## config.mk

```make
export PLATFORM = sky130hd
export DESIGN_NAME = dp_sequencer
export DESIGN_NICKNAME = d
export VERILOG_FILES = /design/src/rtl/dp_sequencer.sv
export SDC_FILE = /design/constraint.sdc
export NUM_CORES = 1
export LEC_CHECK = 0
export CORE_MARGIN = 1
export CORE_UTILIZATION = 47
export DETAILED_ROUTE_END_ITERATION = 8
export PLACE_DENSITY = 0.81
export SETUP_SLACK_MARGIN = 0.05
export SLEW_MARGIN = 20
export SYNTH_ARGS = -nofsm -noshare
export SYNTH_HDL_FRONTEND = slang
export SYNTH_SLANG_ARGS = --single-unit
```

## constraint.sdc

```tcl
create_clock -name clock -period 1.8 [get_ports clock]
set_clock_uncertainty 0.05 [all_clocks]
set_input_delay 0.27 -clock clock [delete_from_list [all_inputs] [get_ports clock]]
set_output_delay 0.27 -clock clock [all_outputs]
set_load 0.05 [all_outputs]
```

## src/rtl/dp_sequencer.sv

```systemverilog
// rtl/dp_sequencer.sv - instruction sequencer driving the 4-bit accumulator datapath controls
// Optional feature macro: DP_SEQ_SINGLE_STEP_EN (adds the step input for single-stepping EXEC).
module dp_sequencer #(
    parameter int W  = 4,
    parameter int CW = 4
) (
    input  logic          clock,
    input  logic          reset_n,
    input  logic          instr_valid,
    output logic          instr_ready,
    input  logic [1:0]    instr_op,
    input  logic [W-1:0]  instr_data,
    input  logic [CW-1:0] instr_cnt,
`ifdef DP_SEQ_SINGLE_STEP_EN
    input  logic          step,
`endif
    output logic [W-1:0]  abus,
    output logic          sel_b,
    output logic          load_ac,
    output logic          add_alu,
    input  logic [W-1:0]  out_bus,
    output logic [W-1:0]  result,
    output logic          result_valid,
    output logic          busy
);

    typedef enum logic [1:0] {IDLE, EXEC, SETTLE, DONE} state_t;

    localparam logic [1:0] OP_NOP  = 2'b00;
    localparam logic [1:0] OP_LDA  = 2'b01;
    localparam logic [1:0] OP_ADDN = 2'b11;

    state_t        state_q, state_d;
    logic [1:0]    op_q, op_d;
    logic [W-1:0]  data_q, data_d;
    logic [CW-1:0] cnt_q, cnt_d;
    logic [W-1:0]  abus_q, abus_d;
    logic          sel_b_q, sel_b_d;
    logic          load_ac_q, load_ac_d;
    logic          add_alu_q, add_alu_d;
    logic [W-1:0]  result_q, result_d;
    logic          result_valid_q, result_valid_d;

    logic accept, skip, advance, exec_last, load_en;

    assign accept = instr_valid && (state_q == IDLE);
    assign skip   = (instr_op == OP_NOP) || ((instr_op == OP_ADDN) && (instr_cnt == '0));

`ifdef DP_SEQ_SINGLE_STEP_EN
    // load_ac_q is the registered step, so it marks the cycles that count as an iteration.
    assign advance = load_ac_q;
    assign load_en = step;
`else
    assign advance = 1'b1;
    assign load_en = 1'b1;
`endif

    assign exec_last = advance && (cnt_q == CW'(1));

    always_ff @(posedge clock or negedge reset_n) begin
        if (!reset_n) begin
            state_q <= IDLE;
        end else begin
            state_q <= state_d;
        end
    end

    // LDA/ADD load a count of one so EXEC exits through the same counter test as ADDN.
    always_comb begin
        state_d = state_q;
        op_d    = op_q;
        data_d  = data_q;
        cnt_d   = cnt_q;
        case (state_q)
            IDLE: begin
                if (accept) begin
                    op_d    = instr_op;
                    data_d  = instr_data;
                    cnt_d   = (instr_op == OP_ADDN) ? instr_cnt : CW'(1);
                    state_d = skip ? SETTLE : EXEC;
                end
            end
            EXEC: begin
                if (exec_last) begin
                    state_d = SETTLE;
                end else if (advance) begin
                    cnt_d = cnt_q - CW'(1);
                end
            end
            SETTLE:  state_d = DONE;
            default: state_d = IDLE;
        endcase
    end

    // Controls are registered one edge ahead, so they are computed from where the FSM is going.
    always_comb begin
        logic       drive;
        logic [1:0] drv_op;
        logic [W-1:0] drv_data;
        drive          = 1'b0;
        drv_op         = op_q;
        drv_data       = data_q;
        abus_d         = '0;
        sel_b_d        = 1'b0;
        load_ac_d      = 1'b0;
        add_alu_d      = 1'b0;
        result_d       = result_q;
        result_valid_d = 1'b0;
        if ((state_q == IDLE) && accept && !skip) begin
            drive    = 1'b1;
            drv_op   = instr_op;
            drv_data = instr_data;
        end else if ((state_q == EXEC) && !exec_last) begin
            drive = 1'b1;
        end
        if (drive) begin
            abus_d    = drv_data;
            sel_b_d   = (drv_op != OP_LDA);
            add_alu_d = (drv_op != OP_LDA);
            load_ac_d = load_en;
        end
        if (state_q == SETTLE) begin
            result_d       = out_bus;
            result_valid_d = 1'b1;
        end
    end

    always_ff @(posedge clock or negedge reset_n) begin
        if (!reset_n) begin
            op_q           <= OP_NOP;
            data_q         <= '0;
            cnt_q          <= '0;
            abus_q         <= '0;
            sel_b_q        <= 1'b0;
            load_ac_q      <= 1'b0;
            add_alu_q      <= 1'b0;
            result_q       <= '0;
            result_valid_q <= 1'b0;
        end else begin
            op_q           <= op_d;
            data_q         <= data_d;
            cnt_q          <= cnt_d;
            abus_q         <= abus_d;
            sel_b_q        <= sel_b_d;
            load_ac_q      <= load_ac_d;
            add_alu_q      <= add_alu_d;
            result_q       <= result_d;
            result_valid_q <= result_valid_d;
        end
    end

    assign instr_ready  = (state_q == IDLE);
    assign busy         = (state_q != IDLE);
    assign abus         = abus_q;
    assign sel_b        = sel_b_q;
    assign load_ac      = load_ac_q;
    assign add_alu      = add_alu_q;
    assign result       = result_q;
    assign result_valid = result_valid_q;

endmodule

```

== Word-level counts from Yosys, hierarchy flattened ==
Index checks and enable logic that the tools add are counted.

* Flip-flop bits (word level): 23
* Bits of input ports: 17
* Output and inout bits: 14
* Word-level logic and storage cells: 50

* Add/subtract/negate cells: 1
* Eq/ne operators: 8
* Multiplexer cells: 16
* Reduce and logical (&&, ||, !) cells: 16

{| class="wikitable"
|+ Operators with widths
! cell !! number
|-
| 4-bit 2-to-1 mux || 5
|-
| 2-bit 2-to-1 mux || 4
|-
| 4-bit one-hot mux with 2 select lines || 1
|-
| 2-bit one-hot mux with 3 select lines || 1
|-
| 1-bit logical AND || 5
|-
| 1-bit 2-to-1 mux || 5
|-
| 2-bit equality test, second input constant || 2
|-
| 4-bit by 1-bit equality test with 1-bit output, second input constant || 1
|-
| 2-bit zero test || 2
|-
| 4-bit zero test || 1
|-
| 2-bit by 1-bit inequality test with 1-bit output, second input constant || 2
|-
| 2-bit inequality test, second input constant || 2
|-
| 2-bit AND reduction || 2
|-
| 2-bit nonzero test || 2
|-
| 4-bit by 1-bit subtractor with 4-bit output, second input constant || 1
|-
| 3-bit AND reduction || 1
|-
| 2-bit by 1-bit equality test with 1-bit output, second input constant || 1
|-
| 1-bit zero test || 2
|-
| 1-bit logical OR || 1
|}

== Logic depth before layout (Yosys ltp) ==
* Word-level depth: 8
* Gate-level depth with buffers: 7

== Worst setup path before layout ==
Ideal clock, no wire load.

* Path kind: reg-to-reg
* From: register state_q[1]
* To: register state_q[0]
* Data arrival time: 2095 ps
* Required time: 1654 ps
* Setup slack: -440 ps
* Cell stages (with the launch flop): 7
* Cells stage by stage: dfrtp_1 -> inv_1 -> ha_1 -> inv_1 -> a2111oi_0 -> o21ai_1 -> o31ai_1

* Word-level cells in the longest chain between the ends: 4
* Elaborated cells on any way between the ends: 8

{| class="wikitable"
|+ Ends and longest elaborated chain
! item !! RTL line !! text
|-
| from (decl) || 33 || <nowiki>state_t state_q, state_d;</nowiki>
|-
| from (signal assigned) || 64 || <nowiki>state_q <= state_d;</nowiki>
|-
| 2-bit zero test * || - ||
|-
| via instr_ready || 10 || <nowiki>output logic instr_ready,</nowiki>
|-
| 1-bit logical AND || 46 || <nowiki>assign accept = instr_valid && (state_q == IDLE);</nowiki>
|-
| 2-bit by 1-bit inequality test with 1-bit output (no line) || - ||
|-
| 2-bit AND reduction (no line) || - ||
|}

The timed path passes the listed nets; every way through them passes the cells marked *.
A chain may end at the register's enable or synchronous reset.

== Worst setup path after layout ==
* From: register state_q[0]
* To: output port busy

* Word-level cells in the longest chain between the ends: 1

{| class="wikitable"
|+ Ends and longest elaborated chain
! item !! RTL line !! text
|-
| 2-bit nonzero test || 153 || <nowiki>assign busy = (state_q != IDLE);</nowiki>
|-
| to (decl) || 24 || <nowiki>output logic busy</nowiki>
|}

No other way between the ends.

==> results.yml <==
yosys:
  syn-num-nets: 130
  synth_top_family_by_area: "simple AND/OR/NAND/NOR gates"
  synthCells: 107
  synthMuxAreaShare: 0.0962
  synth_area_per_cell_um2: 10.8
  synthSimpleGateAreaFrac: 0.161
  yosysUniqueCellTypes: 35
  syn_area_um2: 1160
  synth-compound-area-share: 0.144
  ys_ff_latch: 23
  ys_warn_count: 0
  synth_xor_area_frac: 0
  yosysSeqAreaShare: 0.497
  synth_fa_ha_area_frac: 0.0649
grt:
  top_usage_layer: "met2"
  gr-usage-all-layers: 0.212
  grt_pass1_wl_um: 4100
  grt_use_met3: 0.0234
  antenna_found_initial: 0
  use_met1: 0.255
  grt-ovfl-total: 0
  met2_usage: 0.390
  grt_max_degree: 24
  grt_pass1_vias: 928
final_layout:
  layout_common_cells: "23 x dfrtp_1, 16 x clkdlybuf4s50_1, 15 x nand2_1"
  finalNetCount: 174
  synthToLayoutAreaGrowth_pct: 41.1
  num_antenna_cells: 0
  drive_gt1_frac: 0.267
  layout_commonest_cell: "dfrtp_1"
  final_area_um2: 1630
clocking:
  cts.sinks: 23
  clockBufferDepth: 2
  tritoncts: "yes"
  cts-root-buf: "clkbuf_4"
  cts_hold_buf: 0
  htreeDepth: 1
  clk_pin_slew_ns: 0.12
  clk_latency_ns: 0.30
  cts_made_buffers: 3
sta:
  fin_tns_setup_ns: 0
  worst_pin_slew_ns: 0.518
  setup_viol: 0
  post-route-period-util: 0.937
  max_slew_margin: 0.654
  fin_hold_ws_ns: 0.251
  clock.fmax_mhz: 593
  hold_viol: 0
  period_minus_slack_ns: 1.69
  rsz0062_at_grt: "false"
  slew_viol_final: 0
setup_path:
  cp.required_ns: 1.48
  regToRegSetupSlack_ns: 0.15
  r2r_start: "state_q[0]"
  startpoint_type: "flop"
  cp-end-kind: "output pin"
  reg2reg_to: "state_q[0]"
  worstRegToRegCells: 7
  cp_max_fo: 6
  worstSetupPathType: "flop to output pin"
  worstPathArrival_ns: 1.37
pwr:
  irDropWorstVdd_mv: 1.32
  power.leakage_nw: 0.769
  power_density_nw_per_um2: 1910
floorplanning:
  core_area_um2: 2280
  rows: 17
  io_pins: 31
  dieArea_um2: 2670
  die_w_um: 51.6
  initial_core_util: 0.509
  die_h_um: 51.6
hold_path:
  hp-class: "input pin to async pin"
place:
  io_buffers: 30
  hpwl_um: 1950
  place.gp.congestion: 0.779
  place_area_um2: 1580
drt:
  drcViolationCount: 0
  vias_per_cell: 5.40
  via_count: 962
  ant_nets: 0
  first_pass_iters: 4
  routedWlPerCell_um: 14.4
  drt_iter0_markers: 17
  wirelength_um: 2560
outcome:
  status: "finished clean"
run:
  cap_violations: 0
-- critical path, stage by stage, from the launching register on --
cell and delay, ns:
dfrtp_1 0.45, inv_2 0.10, ha_4 0.20, clkinvlp_4 0.15, buf_12 0.17
-- synthesized netlist by cell type (all sizes together) --
master   number  share of area
a32oi         1         0.0076
a22oi         1         0.0065
nand3         3          0.013
or2           1         0.0054
and2          1         0.0076
nand2b        1         0.0054
a21o          1         0.0065
dfrtp        23           0.50
nand2        16          0.058
nor3b         1          0.011
nor2          7          0.023
nor4          1          0.018
a211oi        2          0.017
mux2i         1         0.0086
o22ai         1         0.0054
o31ai         2          0.017
a21oi         5          0.025
and3b         1         0.0076
o21ai         6          0.026
mux2          9          0.088
o211ai        1         0.0065
nand4b        1         0.0076
a2111oi       1         0.0076
a2bb2oi       1         0.0076
a31oi         2          0.011
buf           2          0.011
nor3          1         0.0043
ha            6          0.065
inv           8          0.026
-- report_power, final --
group          internal, mW  switching [mW]
clock network        0.0829           0.150
registers             0.761           0.134
logic                 0.801            1.19
total                  1.64            1.48
-- worst max path at each step --
stage | startpoint | cells past startpoint | to | slack, ns
floorplan | state_q[1] | 6 | state_q[0] | 0.02
global placement | instr_cnt[0] | 6 | state_q[1] | 0.03
CTS | state_q[0] | 4 | busy | 0.08
global route | state_q[0] | 7 | state_q[0] | 0.03
detailed placement | instr_op[0] | 4 | abus[0] | -0.09
finish | state_q[0] | 4 | busy | 0.11
-- through the flow --
stage               std cells  setup slack [ns]  power [mW]   util
floorplan                 107            0.0233        2.23      -
global placement          169            0.0311        2.81  0.694
detailed placement        169           -0.0891        2.90  0.694
CTS                       175            0.0820        3.08  0.706
global route              178            0.0305        3.31  0.717
finish                    178             0.113        3.12  0.717
-- kinds of logic after synthesis --
group / after synthesis
AOI/OAI and AO/OA: 24
adders and majority gates: 6
buffers and inverters: 10
DFF: 23
muxes: 10
and+or+nand+nor: 34
-- flip-flops by register name, summed over array words and instances, names as in the netlist, 2 cells and up --
signal   cells
abus         4
cnt_q        4
data_q       4
result       4
op_q         2
state_q      2
-- routing by layer --
layer  share of wire  routed length, um
met1            0.43               1090
met2            0.53               1350
met3           0.042                108
met4          0.0047                 12
met5               0                  0
-- final cells by class --
class                           instances  area, um^2
Fill cell                             175         643
Sequential cell                        23         576
Tap cell                               28        35.0
Clock buffer                            3        22.5
Timing Repair Buffer                   41         392
Clock inverter                          1        5.00
Inverter                                8        33.8
Multi-Input combinational cell         74         569
-- timing repair --
item / in CTS / in global routing
gates resized for setup: 12 / 2
buffers inserted: 2 / 3
pin swaps: 0 / 4
setup endpoints to repair: 13 / 5
hold endpoints to repair: 0 / 0
No activity file was read; power rests on OpenSTA's default activity.
